===== src/rtl/i2s_pkg.sv =====
// Shared I2S definitions: receiver FSM states, word-select polarity
// and default synchronizer depth (also used by the I2S transmitter).
package i2s_pkg;

    localparam int SYNC_N_DEF = 2;

    localparam logic WS_LEFT  = 1'b0;
    localparam logic WS_RIGHT = 1'b1;

    typedef enum logic [1:0] {
        IDLE,
        SYNC,
        LEFT,
        RIGHT
    } i2s_rx_state_t;

endpackage


===== src/rtl/i2s_rx_if.sv =====
// I2S receive bus: serial pins in, parallel stereo frame out.
// master = pin driver / frame consumer, slave = the receiver.
interface i2s_rx_if #(
    parameter int DATA_W = 16
);
    logic              bclk;
    logic              ws;
    logic              sd;
    logic [DATA_W-1:0] left_data;
    logic [DATA_W-1:0] right_data;
    logic              frame_valid;
    logic              err;

    modport master (
        output bclk, ws, sd,
        input  left_data, right_data, frame_valid, err
    );

    modport slave (
        input  bclk, ws, sd,
        output left_data, right_data, frame_valid, err
    );
endinterface


===== src/rtl/i2s_sync.sv =====
// SYNC_N-stage synchronizer for bclk/ws/sd plus bclk rising-edge detect.
// Ports: clk, rst_n (sync, active-low), bclk/ws/sd in; bclk_rise, ws_s, sd_s out.
module i2s_sync #(
    parameter int SYNC_N = 2
) (
    input  logic clk,
    input  logic rst_n,
    input  logic bclk,
    input  logic ws,
    input  logic sd,
    output logic bclk_rise,
    output logic ws_s,
    output logic sd_s
);
    logic [SYNC_N-1:0] bclk_q, bclk_d;
    logic [SYNC_N-1:0] ws_q, ws_d;
    logic [SYNC_N-1:0] sd_q, sd_d;
    logic              bdly_q, bdly_d;

    always_comb begin
        bclk_d = {bclk_q[SYNC_N-2:0], bclk};
        ws_d   = {ws_q[SYNC_N-2:0], ws};
        sd_d   = {sd_q[SYNC_N-2:0], sd};
        bdly_d = bclk_q[SYNC_N-1];
    end

    always_ff @(posedge clk) begin
        if (!rst_n) begin
            bclk_q <= '0;
            ws_q   <= '0;
            sd_q   <= '0;
            bdly_q <= 1'b0;
        end else begin
            bclk_q <= bclk_d;
            ws_q   <= ws_d;
            sd_q   <= sd_d;
            bdly_q <= bdly_d;
        end
    end

    // ws/sd share the bclk pipeline depth, so they line up with bclk_rise.
    assign bclk_rise = bclk_q[SYNC_N-1] & ~bdly_q;
    assign ws_s      = ws_q[SYNC_N-1];
    assign sd_s      = sd_q[SYNC_N-1];
endmodule


===== src/rtl/i2s_rx.sv =====
// I2S receive deserializer: oversampled bclk/ws/sd -> stereo words + valid pulse.
// Ports: clki, rst_n (sync, active-low), init (enable), bus (i2s_rx_if.slave).
// Optional: define I2S_RX_ERR_EN for the sticky framing/oversample error flag.
module i2s_rx
    import i2s_pkg::*;
#(
    parameter int DATA_W = 16,
    parameter int SYNC_N = SYNC_N_DEF
) (
    input  logic     clki,
    input  logic     rst_n,
    input  logic     init,
    i2s_rx_if.slave  bus
);
    localparam int CNT_W = $clog2(DATA_W + 1);
    localparam logic [CNT_W-1:0] CNT_MAX = CNT_W'(DATA_W);

    logic rise, ws_s, sd_s;

    i2s_sync #(.SYNC_N(SYNC_N)) u_sync (
        .clk       (clki),
        .rst_n     (rst_n),
        .bclk      (bus.bclk),
        .ws        (bus.ws),
        .sd        (bus.sd),
        .bclk_rise (rise),
        .ws_s      (ws_s),
        .sd_s      (sd_s)
    );

    i2s_rx_state_t     state_q, state_d;
    logic [DATA_W-1:0] shift_q, shift_d;
    logic [CNT_W-1:0]  cnt_q, cnt_d;
    logic              ws_last_q, ws_last_d;
    logic              have_left_q, have_left_d;
    logic [DATA_W-1:0] left_hold_q, left_hold_d;
    logic [DATA_W-1:0] left_q, left_d;
    logic [DATA_W-1:0] right_q, right_d;
    logic              valid_q, valid_d;

    logic [DATA_W-1:0] sh_n, word;
    logic [CNT_W-1:0]  cnt_n;
    logic              ws_chg, slot_end;

`ifdef I2S_RX_ERR_EN
    logic       err_q, err_d;
    logic [1:0] rhist_q, rhist_d;
`endif

    always_comb begin
        state_d     = state_q;
        shift_d     = shift_q;
        cnt_d       = cnt_q;
        ws_last_d   = ws_last_q;
        have_left_d = have_left_q;
        left_hold_d = left_hold_q;
        left_d      = left_q;
        right_d     = right_q;
        valid_d     = 1'b0;
        slot_end    = 1'b0;

        ws_chg = ws_s != ws_last_q;
        sh_n   = shift_q;
        cnt_n  = cnt_q;
        // Bits beyond DATA_W in a long slot are dropped.
        if (cnt_q < CNT_MAX) begin
            sh_n  = {shift_q[DATA_W-2:0], sd_s};
            cnt_n = cnt_q + 1'b1;
        end
        // MSB-justify; short slots are zero-padded at the bottom.
        word = sh_n << (CNT_MAX - cnt_n);

        if (!init) begin
            state_d     = IDLE;
            shift_d     = '0;
            cnt_d       = '0;
            have_left_d = 1'b0;
            ws_last_d   = ws_s;
        end else begin
            unique case (state_q)
                IDLE: begin
                    state_d   = SYNC;
                    ws_last_d = ws_s;
                end
                SYNC: begin
                    if (rise && ws_chg) begin
                        ws_last_d = ws_s;
                        shift_d   = '0;
                        cnt_d     = '0;
                        state_d   = (ws_s == WS_LEFT) ? LEFT : RIGHT;
                    end
                end
                LEFT, RIGHT: begin
                    if (rise && ws_chg) begin
                        slot_end  = 1'b1;
                        ws_last_d = ws_s;
                        shift_d   = '0;
                        cnt_d     = '0;
                        state_d   = (ws_s == WS_LEFT) ? LEFT : RIGHT;
                        if (state_q == LEFT) begin
                            left_hold_d = word;
                            have_left_d = 1'b1;
                        end else if (have_left_q) begin
                            // A right slot with no preceding left is discarded.
                            left_d      = left_hold_q;
                            right_d     = word;
                            valid_d     = 1'b1;
                            have_left_d = 1'b0;
                        end
                    end else if (rise) begin
                        shift_d = sh_n;
                        cnt_d   = cnt_n;
                    end
                end
            endcase
        end
    end

`ifdef I2S_RX_ERR_EN
    always_comb begin
        err_d   = err_q;
        rhist_d = {rhist_q[0], rise};
        if (!init) begin
            err_d = 1'b0;
        end else begin
            if (slot_end && cnt_n != CNT_MAX)
                err_d = 1'b1;
            // Rises closer than 3 clki cycles: bclk too fast to oversample.
            if (rise && (|rhist_q))
                err_d = 1'b1;
        end
    end

    always_ff @(posedge clki) begin
        if (!rst_n) begin
            err_q   <= 1'b0;
            rhist_q <= '0;
        end else begin
            err_q   <= err_d;
            rhist_q <= rhist_d;
        end
    end

    assign bus.err = err_q;
`else
    assign bus.err = 1'b0;
`endif

    always_ff @(posedge clki) begin
        if (!rst_n) begin
            state_q     <= IDLE;
            shift_q     <= '0;
            cnt_q       <= '0;
            ws_last_q   <= 1'b0;
            have_left_q <= 1'b0;
            left_hold_q <= '0;
            left_q      <= '0;
            right_q     <= '0;
            valid_q     <= 1'b0;
        end else begin
            state_q     <= state_d;
            shift_q     <= shift_d;
            cnt_q       <= cnt_d;
            ws_last_q   <= ws_last_d;
            have_left_q <= have_left_d;
            left_hold_q <= left_hold_d;
            left_q      <= left_d;
            right_q     <= right_d;
            valid_q     <= valid_d;
        end
    end

    assign bus.left_data   = left_q;
    assign bus.right_data  = right_q;
    assign bus.frame_valid = valid_q;
endmodule


===== src/flat_wrapper.sv =====
// flat-port wrapper written by rule: the top's interface ports become plain ports
module i2s_rx_flat import i2s_pkg::*;
#(
    parameter int DATA_W = 16,
    parameter int SYNC_N = SYNC_N_DEF
)
  (clki, rst_n, init, bus_bclk, bus_ws, bus_sd, bus_left_data, bus_right_data, bus_frame_valid, bus_err);
  i2s_rx_if #(.DATA_W(DATA_W)) bus_i ();
  input  logic clki;
  input  logic rst_n;
  input  logic init;
  input wire logic [$bits(bus_i.bclk)-1:0] bus_bclk;
  input wire logic [$bits(bus_i.ws)-1:0] bus_ws;
  input wire logic [$bits(bus_i.sd)-1:0] bus_sd;
  output wire logic [$bits(bus_i.left_data)-1:0] bus_left_data;
  output wire logic [$bits(bus_i.right_data)-1:0] bus_right_data;
  output wire logic [$bits(bus_i.frame_valid)-1:0] bus_frame_valid;
  output wire logic [$bits(bus_i.err)-1:0] bus_err;
  assign bus_i.bclk = bus_bclk;
  assign bus_i.ws = bus_ws;
  assign bus_i.sd = bus_sd;
  assign bus_left_data = bus_i.left_data;
  assign bus_right_data = bus_i.right_data;
  assign bus_frame_valid = bus_i.frame_valid;
  assign bus_err = bus_i.err;
  i2s_rx #(.DATA_W(DATA_W), .SYNC_N(SYNC_N)) u_core (.clki(clki), .rst_n(rst_n), .init(init), .bus(bus_i));
endmodule

===== config.mk =====
export PLATFORM = sky130hd
export DESIGN_NAME = i2s_rx_flat
export DESIGN_NICKNAME = d
export VERILOG_FILES = /design/src/rtl/i2s_pkg.sv /design/src/rtl/i2s_rx_if.sv /design/src/rtl/i2s_sync.sv /design/src/rtl/i2s_rx.sv /design/src/flat_wrapper.sv
export SDC_FILE = /design/constraint.sdc
export NUM_CORES = 1
export LEC_CHECK = 0
export CORE_UTILIZATION = 40
export CTS_CLUSTER_SIZE = 30
export DETAILED_ROUTE_END_ITERATION = 6
export REMOVE_ABC_BUFFERS = 1
export SETUP_SLACK_MARGIN = 0.4
export SYNTH_ARGS = -nofsm -noshare
export SYNTH_HDL_FRONTEND = slang
export SYNTH_HIERARCHICAL = 1
export SYNTH_SLANG_ARGS = --single-unit

===== constraint.sdc =====
create_clock -name clki -period 4.8 [get_ports clki]
set_input_delay 0.96 -clock clki [delete_from_list [all_inputs] [get_ports clki]]
set_output_delay 0.96 -clock clki [all_outputs]
set_load 0.05 [all_outputs]

======== After elaboration in Yosys (flattened, before gate mapping) ========
Cells that the tools add are included.
word-level totals
  bits of input ports ..................... 6
  register bits after elaboration ......... 81
  output and inout bits ................... 34
cells by class
  muxes and demuxes ....................... 18
  bitwise operators ....................... 7
  reductions and logical operators ........ 11
  add/sub/neg operators ................... 2
  equality and inequality tests ........... 8
  shift operators ......................... 1
  magnitude comparators ................... 1
operator list
  operator               number
  $mux W16               4
  $pmux W16 S2           1
  $mux W5                4
  $shl A16 B5 Y16        1
  $pmux W5 S2            1
  $not A1 Y1             6
  $add A5 B1 Y5 const B  1
  $lt A5 B5 Y1 const B   1
  $mux W1                5
  $reduce_and A5 Y1      1
  $reduce_or A5 Y1       1
  $sub A5 B5 Y5 const A  1
  $eq A2 B2 Y1 const B   2
  $ne A2 B1 Y1 const B   2
  $pmux W2 S2            1
  $reduce_and A2 Y1      2
  $reduce_and A4 Y1      1
  $ne A3 B1 Y1 const B   1
  $ne A3 B2 Y1 const B   1
  $reduce_and A3 Y1      1
  $reduce_or A3 Y1       1
  $eq A2 B1 Y1 const B   1
  $logic_not A2 Y1       1
  $mux W2                1
  6 further kinds        6

======== Depth between registers and ports, before layout ========
Gate-level depths: netlist (run 1).
  depth in word-level cells ............... 6
  mapped depth ............................ 10

======== Modules after synthesis ========
The synthesis (run 1) kept the hierarchy.
modules (own cells, without submodules)
  module    cells each  area an instance (sq um)  times used
  i2s_rx    484         3926.3                    1
  i2s_sync  15          190.2                     1

======== Least setup slack after synthesis (run 1) ========
No wires, ideal clock.
  path type ............................... register -> register
  from .................................... register u_core.cnt_q[0]
  to ...................................... register u_core.right_q[1], in the netlist u_core/bus.right_data[1]
  setup slack ............................. 2.585 ns
  required time ........................... 4.730 ns
  arrival time ............................ 2.144 ns
  period minus slack after synthesis ...... 2.215 ns
  stages on the path, launching flop included .. 9
  cells stage by stage .................... dfxtp_1 -> ha_1 -> nor2b_1 -> buf_2 -> a22o_1 -> o21ai_2 -> nand2_2 -> or4_1 -> a21boi_1
between the ends
  longest elaborated chain between the ends .. 4
ends and longest elaborated chain
  element                                        RTL line                    text
  start: declaration                             i2s_rx.sv:33                logic [CNT_W-1:0] cnt_q, cnt_d;
  start signal: assignment                       i2s_rx.sv:163               cnt_q <= cnt_d;
  $add A5 B1 Y5 or $lt A5 B5 Y1 (tied branches)  i2s_rx.sv:68, i2s_rx.sv:66
  $mux W5                                        i2s_rx.sv:66                if (cnt_q < CNT_MAX) begin
  $sub A5 B5 Y5                                  i2s_rx.sv:71                word = sh_n << (CNT_MAX - cnt_n);
  $shl A16 B5 Y16 *                              i2s_rx.sv:71
  end signal: assignment                         i2s_rx.sv:168               right_q <= right_d;
  end: declaration                               i2s_rx.sv:38                logic [DATA_W-1:0] right_q, right_d;
Mark *: on every way between the ends. The rest lies on a longest branch, timed or not.
A chain may end at the register's enable or synchronous reset.

======== Final worst setup path (run 1) ========
Same ends and word-level chain as after synthesis.

==> results of run 1 <==
cell families after synthesis:
kind of cell / count (synthesis) / synth area share, %
and+or+nand+nor: 199 / 23.7
AOI/OAI and AO/OA: 148 / 24.7
DFF: 81 / 39.4
buffers and inverters: 43 / 5.05
muxes: 21 / 5.53
xor gates and xnor gates: 5 / 1.25
adders and majority gates: 1 / 0.304
other: 1 / 0.0911
critical path, cell delays in order, from the launching register on:
cell      delay (ps)
dfxtp_1          320
buf_4            370
ha_1             370
nor2b_1          240
o21ai_1          660
nand3_1          270
or4_1            570
a21boi_1         130
cell type report:
class	instances	share of cell area, %
clock buffers	10	2.69
clock inverters	6	2.43
inverters	3	0.237
multi-input cells	375	48.3
flip-flops and latches	81	34.2
well taps	133	3.51
repair buffers	43	8.70
Yosys cell counts (all sizes together) (4+ instances only):
library cell	instances
nand2	72
clkbuf	23
nor3	6
nand2b	5
o211ai	9
nand4	22
nand3	26
buf	17
dfxtp	81
nor2b	5
mux2i	16
a21oi	7
and2	14
a21boi	31
a31oi	14
o21ai	41
mux2	4
a21o	5
a22oi	21
nor2	35
state kept, by name, summed over array words and instances, names as in the netlist, 2 cells and up:
register,cells
u_core/bus.left_data,16
u_core/bus.right_data,16
u_core/left_hold_q,16
u_core/shift_q,16
u_core/cnt_q,5
u_core/state_q,2
u_core/u_sync/bclk_q,2
u_core/u_sync/sd_q,2
u_core/u_sync/ws_q,2
layer usage:
metal | track usage [%] | wire (um)
met4 | 8.67 | 214
met3 | 4.03 | 310
met1 | 26.6 | 4860
met2 | 29.0 | 4230
met5 | 0 | 0
where the power goes:
part           leakage, nW  internal (mW)  switching (mW)
Sequential           0.654          0.675         0.00210
Clock                0.117          0.348           0.257
Combinational        0.786         0.0103          0.0161
Total                 1.56           1.03           0.275
layout by cell type (no fill, tap or decap), types with 7 or more instances in the layout:
| cell | n |
|---|---|
| dfxtp_1 | 81 |
| a21boi_0 | 19 |
| o211ai_1 | 9 |
| and2_1 | 14 |
| nor2_1 | 34 |
| a21oi_1 | 7 |
| nand3_1 | 26 |
| clkbuf_8 | 9 |
| a22oi_1 | 21 |
| o21ai_0 | 37 |
| a31oi_1 | 14 |
| clkdlybuf4s50_1 | 37 |
| nand2_1 | 71 |
| mux2i_1 | 16 |
| nand4_1 | 22 |
| a21boi_1 | 11 |
worst min-delay path by stage:
stage               slack [ps]  cells after the start                                 end
floorplan                  410                      1  u_core/u_sync/bclk_q[1]$_SDFF_PN0_
global placement           410                      1  u_core/u_sync/bclk_q[1]$_SDFF_PN0_
detailed placement         420                      1    u_core/u_sync/sd_q[1]$_SDFF_PN0_
CTS                        440                      1    u_core/u_sync/sd_q[1]$_SDFF_PN0_
global route               450                      1    u_core/u_sync/ws_q[1]$_SDFF_PN0_
finish                     440                      1    u_core/u_sync/sd_q[1]$_SDFF_PN0_
==> metrics.md, run 1 <==
| Metric | Value |
|---|---|
| Area of the multi-input gates | `2290 um2` |
| Max Fclk | `333 MHz` |
| Placer Congestion | `0.919` |
| Final std cells w/o fill | `651` |
| Initial antenna violation count | `0` |
| Clock sinks | `just over 80` |
| Startpoint types | `flop` |
| Crit Path Class | `flop to flop` |
| H-tree levels | `3` |
| Arrival @ worst endpoint | `3310 ps` |
| Worst hold slack | `437 ps` |
| Post-synth EDFFs | `0` |
| Cell leakage power | `1.56 nW` |
| Setup-failing EPs final | `0` |
| Relative slew slack | `39.9%` |
| N_diodes | `0` |
| DR DRC count | `0` |
| Total negative setup slack | `0 ps` |
| Required @ worst endpoint | `roughly 5100 ps` |
| Via density | `roughly 5.6` |
| Ys async rst share | `0%` |
| Status | `completed` |
| Clock Skews | `between 10 and 15 ps` |
| Final Hold Vio Count | `0` |
| Main synth FF type | `dfxtp_1` |
| Post-synth top area cell | `dfxtp_1` |
| IO buf count | `38` |
| Initial core utilization | `roughly two fifths` |
| CP Launch Point | `u_core/cnt_q[0]$_SDFFE_PN0P_` |
| Hold_buf cts | `0` |
| Vias in the first global route | `3235` |
| Iteration-0 DRC Markers | `117` |
| Yosys top cell area share | `39.4%` |
| FF-to-FF Start | `u_core/cnt_q[0]$_SDFFE_PN0P_` |
| Post-Syn Area per Cell | `8.25 um2` |
| Grt total ovfl | `0` |
| Clock root buffer | `clkbuf_8` |
| Cts repair resizes | `0` |
| Setup crit end | `u_core/bus.right_data[1]$_SDFFE_PN0P_` |
| Post-synthesis cell area | `4120 um2` |
| ANT nets after route | `0` |
| Yosys cell types | `62` |
| Routed WL | `9.61 mm` |
| Latest clock arrival within the worst-skew pair | `370 ps` |
| Mapped Cells | `499` |
| Setup crit end kind | `flop` |
| # placed instances | `635` |
| PwrDens | `about 280 nW/um2` |
| Vias | `roughly 3600` |
| Reg-to-Reg End | `u_core/bus.right_data[1]$_SDFFE_PN0P_` |
| Core area | `9860 um2` |
| Area growth, synth to finish | `15.3%` |
| RSZ-0062 raised after global routing | `false` |
| Share of cells above drive strength 1 | `~7.3%` |
| CTS tree | `done` |
| Post-place setup slack | `1880 ps` |
| Fin crit share | `approximately 63%` |
| Die H | `103 um` |
| Worst setup margin | `1800 ps` |
| Worst r2r path cells | `7` |
| Storage cell area | `1620 um2` |
| I/O pins | `40` |
| Largest net degree at the start of global routing | `59` |
| Hpwl dp | `6.80 mm` |
| # rows | `36` |
| Clock tree buffer depth | `2` |
| Average wire per standard cell | `about 15 um` |
| R2R setup slack | `approximately 1800 ps` |
| Worst slew pin tran | `901 ps` |
| Final Max Tran Viols | `0` |
| Seq/Total Area, Yosys | `between 30% and 40%` |
| Worst Hold Launch | `u_core/u_sync/sd_q[0]$_SDFF_PN0_` |
| Fin area | `4740 um2` |
| Fillers | `990` |
| Die Footprint | `10700 um2` |
| Yosys reg bits | `81` |
| Top cells by area, synth | `dfxtp_1 (39%), nand2_1 (6.5%), o21ai_0 (4.5%)` |
| Max-Cap Viols | `0` |
| Syn. warnings | `6` |
| Crit Path Max Fanout | `47` |
| # Post-CTS Setup Buffers | `0` |
| Total Power | `1.31 mW` |
| Pre-antenna DRT Iters | `4` |
| Util after Layout | `between 40% and 50%` |
| Aggregate global-route resource usage | `19.3%` |
| Min-delay worst type | `flop to flop` |
| Fin crit period | `3000 ps` |
| VDD IR max | `0.152 mV` |
| Post-DP Area | `4500 um2` |
| Die width | `103 um` |
| CTS Buf Count | `9` |
| First-pass GRT wire length | `15.8 mm` |
| Nets | `520` |
| Clock slew at reported path FFs | `80 ps` |
Power figures use the tool's default switching activity.
==> inputs of run 2 (changes only) <==
==> constraint.sdc (replaced) <==
create_clock -name clki -period 2.8 [get_ports clki]
set_input_delay 0.56 -clock clki [delete_from_list [all_inputs] [get_ports clki]]
set_output_delay 0.56 -clock clki [all_outputs]
set_load 0.05 [all_outputs]
==> run 2 against run 1 <==
Against the previous run:
- non-clock buffer count up 16
- sequential power up 71%
- critical path depth is the same
- clock-buffer cell count is 1 higher
- maximum frequency rose by 31%
- critical endpoint is now u_core/left_hold_q[9]$_SDFFE_PN0P_
==> metrics.md, run 2 (synthesis gave the netlist of run 1 again) <==
| Metric | Value |
|---|---|
| Status | `completed` |
| Clock slew at reported path FFs | `90 ps` |
| Clock tree buffer depth | `2` |
| Final Max Tran Viols | `0` |
| PwrDens | `between 400 and 500 nW/um2` |
| Arrival @ worst endpoint | `2540 ps` |
| CTS tree | `done` |
| N_diodes | `0` |
| Nets | `536` |
| Final std cells w/o fill | `666` |
| Die width | `103 um` |
| First-pass GRT wire length | `16.6 mm` |
| Clock sinks | `81` |
| Area growth, synth to finish | `17.6%` |
| Clock root buffer | `clkbuf_8` |
| Pre-antenna DRT Iters | `5` |
| # placed instances | `650` |
| Crit Path Max Fanout | `8` |
| Max Fclk | `437 MHz` |
| Iteration-0 DRC Markers | `204` |
| CP Cell Sequence | `ha_1, nor2b_4, a22oi_1, a21boi_0, nor4_1, a31oi_1, o31ai_1` |
| Relative slew slack | `between 60% and 70%` |
| Setup-failing EPs final | `0` |
| IO buf count | `38` |
| Average wire per standard cell | `roughly 15 um` |
| Initial core utilization | `41.7%` |
| Hpwl dp | `between 7 and 8 mm` |
| Setup crit end kind | `flop` |
| Placer Congestion | `0.872` |
| Clock Skews | `9.36 ps` |
| Grt total ovfl | `0` |
| H-tree levels | `3` |
| Via density | `between 5 and 6` |
| Worst path max stage delay | `520 ps` |
| RSZ-0062 raised after global routing | `true` |
| Die Footprint | `10700 um2` |
| Core area | `9860 um2` |
| Final Hold Vio Count | `0` |
| I/O pins | `40` |
| Most frequent cells in the layout | `dfxtp_1 (80), nand2_1 (71), clkdlybuf4s50_1 (37), o21ai_0 (37), nor2_1 (34)` |
| Startpoint types | `flop` |
| DR DRC count | `0` |
| Die H | `103 um` |
| Routed WL | `10.3 mm` |
| # rows | `36` |
| Required @ worst endpoint | `about 3100 ps` |
| Share of cells above drive strength 1 | `11.6%` |
| CP max stage cell | `a21boi_0` |
| Latest clock arrival within the worst-skew pair | `360 ps` |
| Min-delay worst type | `flop to flop` |
| Worst hold slack | `440 ps` |
| CTS Buf Count | `9` |
| FF-to-FF Start | `u_core/cnt_q[0]$_SDFFE_PN0P_` |
| Largest net degree at the start of global routing | `39` |
| Cell leakage power | `around 1.6 nW` |
| Crit Path Class | `flop to flop` |
| VDD IR max | `0.197 mV` |
| Commonest non-fill, non-tap cell in the layout | `dfxtp_1` |
| Vias | `between 3000 and 4000` |
| Fin crit share | `81.7%` |
| Initial antenna violation count | `0` |
| Vias in the first global route | `between 3000 and 4000` |
| ANT nets after route | `0` |
| CP Launch Point | `u_core/cnt_q[0]$_SDFFE_PN0P_` |
| Fin crit period | `2290 ps` |
| Worst Hold Launch | `u_core/u_sync/sd_q[0]$_SDFF_PN0_` |
| Aggregate global-route resource usage | `20.3%` |
| Worst slew pin tran | `between 500 and 600 ps` |
| Max-Cap Viols | `0` |
## run 2: critical path: cells and delay by family, from the launching register on
kind	cells	cell delay, ps
AOI/OAI and AO/OA	4	1090
adders and majority gates	1	380
and+or+nand+nor	2	380
DFF	1	320
## run 2: worst paths after layout
kind / to / slack [ps] / cells after the start
max: u_core/left_hold_q[9]$_SDFFE_PN0P_ / 510 / 7
min: u_core/u_sync/sd_q[1]$_SDFF_PN0_ / 440 / 1
max reg2reg: u_core/left_hold_q[9]$_SDFFE_PN0P_ / 510 / 7
min reg2reg: u_core/u_sync/sd_q[1]$_SDFF_PN0_ / 440 / 1
## run 2: per-layer routing
metal	global-route usage [%]	vias to the layer above	part of all wire, %
met2	32.0	86	45
met1	27.4	1710	49
met3	4.70	12	4.3
met5	0	-	0
met4	6.83	0	1.9
li1	-	1860	-
## run 2: repair_timing
item                       CTS  global route
pin swaps                    0             1
resized for setup            3             9
gates cloned                 0             0
buffers inserted             0             1
setup endpoints to repair   26            25
hold buffers                 0             0
## run 2: power breakdown
part           leakage (nW)  switching [mW]  total [mW]  internal, mW
logic                 0.863          0.0281      0.0477        0.0196
clock network        0.0818           0.433       0.777         0.343
registers             0.654         0.00383        1.16          1.16
## run 2: stage by stage
stage / area, um2 / setup WS [ps] / power (mW) / TNS (ps) / utilization, %
floorplan: 3920 / -244 / 1.21 / -2720 / -
global placement: 4610 / 271 / 1.23 / 0 / 46.8
detailed placement: 4610 / 219 / 1.24 / 0 / 46.8
CTS: 4790 / 402 / 2.00 / 0 / 48.6
global route: 4840 / 353 / 2.06 / 0 / 49.1
finish: 4840 / 511 / 1.98 / 0 / 49.1
## run 2: layout make-up
type,instances,area (um2)
Clock buffer,11,141
Clock inverter,4,28.8
Fill cell,937,5020
Inverter,3,11.3
Multi-Input combinational cell,375,2330
Sequential cell,81,1620
Tap cell,133,166
Timing Repair Buffer,59,537
==> inputs of run 3 (changes only) <==
==> constraint.sdc (replaced) <==
create_clock -name clki -period 2.4 [get_ports clki]
set_input_delay 0.48 -clock clki [delete_from_list [all_inputs] [get_ports clki]]
set_output_delay 0.48 -clock clki [all_outputs]
set_load 0.05 [all_outputs]
==> run 3 against run 2 <==
Against the previous run:
- critical path depth rose by 3
- critical endpoint is now u_core/left_hold_q[11]$_SDFFE_PN0P_
- cell area grew 12%
- clock skew up 2.7 ps
- global-route usage is 1.2 points higher
- highest routed layer unchanged
- power increased by 26%
- core utilization grew 6.1 points
==> metrics.md, run 3 (synthesis gave the netlist of run 1 again) <==
| Metric | Value |
|---|---|
| Status | `completed` |
| # rows | `36` |
| I/O pins | `40` |
| Final std cells w/o fill | `approximately 700` |
| Share of cells above drive strength 1 | `roughly a fifth` |
| Worst r2r path cells | `10` |
| CTS tree | `done` |
| Crit Path Class | `flop to flop` |
| Vias | `3817` |
| RSZ-0062 raised after global routing | `true` |
| Initial core utilization | `41.7%` |
| VDD IR max | `0.311 mV` |
| Grt total ovfl | `0` |
| Latest clock arrival within the worst-skew pair | `360 ps` |
| Via density | `5.49` |
| Post-DP Area | `4720 um2` |
| Max-Cap Viols | `0` |
| IO buf count | `38` |
| Fin area | `around 5400 um2` |
| Clock slew at reported path FFs | `around 80 ps` |
| Reg-to-Reg End | `u_core/left_hold_q[11]$_SDFFE_PN0P_` |
| N_diodes | `0` |
| Setup crit end kind | `flop` |
| ANT nets after route | `0` |
| Iteration-0 DRC Markers | `roughly 160` |
| Final Hold Vio Count | `0` |
| Min-delay worst type | `flop to flop` |
| # placed instances | `661` |
| R2R setup slack | `between 200 and 250 ps` |
| Placer Congestion | `0.881` |
| Crit Path Max Fanout | `6` |
| Die Footprint | `10700 um2` |
| Aggregate global-route resource usage | `21.6%` |
| Routed WL | `10.7 mm` |
| Post-place setup slack | `-68.2 ps` |
| First-pass GRT wire length | `17.7 mm` |
| Clock tree buffer depth | `2` |
| Required @ worst endpoint | `roughly 2700 ps` |
| Max Fclk | `462 MHz` |
| Area growth, synth to finish | `32.2%` |
| Relative slew slack | `65.6%` |
| Die H | `a little over 100 um` |
| Vias in the first global route | `3448` |
| Total negative setup slack | `0 ps` |
| Setup crit end | `u_core/left_hold_q[11]$_SDFFE_PN0P_` |
| Clock sinks | `81` |
| Nets | `roughly 570` |
| H-tree levels | `3` |
| Average wire per standard cell | `15.4 um` |
| Hold_buf cts | `0` |
| Most frequent cells in the layout | `dfxtp_1 (78), nand2_1 (69), buf_4 (38)` |
| FF-to-FF Start | `u_core/cnt_q[0]$_SDFFE_PN0P_` |
| Setup-failing EPs final | `0` |
| Worst setup margin | `237 ps` |
| Fin crit period | `around 2200 ps` |
| CTS Buf Count | `9` |
| PwrDens | `458 nW/um2` |
| Clock Skews | `approximately 12 ps` |
| Die width | `103 um` |
| Hpwl dp | `7.22 mm` |
| Startpoint types | `flop` |
| Commonest non-fill, non-tap cell in the layout | `dfxtp_1` |
| Arrival @ worst endpoint | `2410 ps` |
| Worst slew pin tran | `511 ps` |
| DR DRC count | `0` |
| Largest net degree at the start of global routing | `35` |
| Initial antenna violation count | `0` |
| Core area | `about 9900 um2` |
| CP Launch Point | `u_core/cnt_q[0]$_SDFFE_PN0P_` |
| Pre-antenna DRT Iters | `4` |
| Fin crit share | `90.1%` |
| Cell leakage power | `2.33 nW` |
| Clock root buffer | `clkbuf_8` |
| Final Max Tran Viols | `0` |
-- run 3: cell types whose count changed in the layout (fill, tap and decap cells not counted), moves of 6 or more --
cell,before,now
clkdlybuf4s50_1,37,5
dlymetal6s2s_1,0,25
buf_4,20,38
o21ai_0,37,28
o21ai_1,3,11
dlygate4sd2_1,0,7
buf_6,1,7
-- run 3: final cells by class --
cell class | instances | area (um2)
Clock inverter | 5 | 81.3
Fill cell | 886 | 4420
Sequential cell | 81 | 1630
Multi-Input combinational cell | 375 | 2530
Timing Repair Buffer | 88 | 903
Clock buffer | 10 | 128
Tap cell | 133 | 166
Inverter | 3 | 11.3
-- run 3: per-layer routing --
metal  vias up  GRT usage, %  routed length, um  share of wire [%]
met5         -             0                  0                  0
met4         0          9.86                214                2.0
met3        15          4.03                312                2.9
met2        68          34.2               5000                 47
met1      1810          28.5               5200                 48
li1       1924             -                  -                  -
-- run 3: worst max-delay path, cell delays in order (launching register included) --
cell     delay (ps)
dfxtp_2         340
buf_6           130
buf_6           110
and2b_1         190
a22o_1          270
buf_6           130
o21ai_4         190
buf_6           160
nand4_1         210
a32oi_4         270
o21ai_1          80
-- run 3: worst min path at each step --
stage,start,end,cells after the start
2_1_floorplan,u_core/u_sync/bclk_q[0]$_SDFF_PN0_,u_core/u_sync/bclk_q[1]$_SDFF_PN0_,1
3_3_place_gp,u_core/u_sync/ws_q[0]$_SDFF_PN0_,u_core/u_sync/ws_q[1]$_SDFF_PN0_,1
6_report,u_core/u_sync/sd_q[0]$_SDFF_PN0_,u_core/u_sync/sd_q[1]$_SDFF_PN0_,1
3_5_place_dp,u_core/u_sync/sd_q[0]$_SDFF_PN0_,u_core/u_sync/sd_q[1]$_SDFF_PN0_,1
4_1_cts,u_core/u_sync/sd_q[0]$_SDFF_PN0_,u_core/u_sync/sd_q[1]$_SDFF_PN0_,1
5_1_grt,u_core/u_sync/sd_q[0]$_SDFF_PN0_,u_core/u_sync/sd_q[1]$_SDFF_PN0_,1
-- run 3: power by group --
part           internal, mW  switching, mW  total (mW)
Sequential             1.35        0.00439        1.35
Combinational        0.0238         0.0336      0.0575
Clock                 0.581          0.504        1.08
-- run 3: stage by stage --
| stage | hold slack [ps] | utilization [%] | total power, mW |
|---|---|---|---|
| after floorplan | 412 | - | 1.41 |
| after global placement | 414 | 47.9 | 1.44 |
| after detailed placement | 420 | 47.9 | 1.44 |
| after CTS | 438 | 53.5 | 2.53 |
| after global routing | 448 | 55.2 | 2.59 |
| final | 437 | 55.2 | 2.49 |
-- run 3: what timing repair did --
action,in CTS,in global routing
cloned,2,0
endpoints found under the setup margin,37,72
resized for setup,56,45
pin swaps,25,17
buffers inserted,13,4
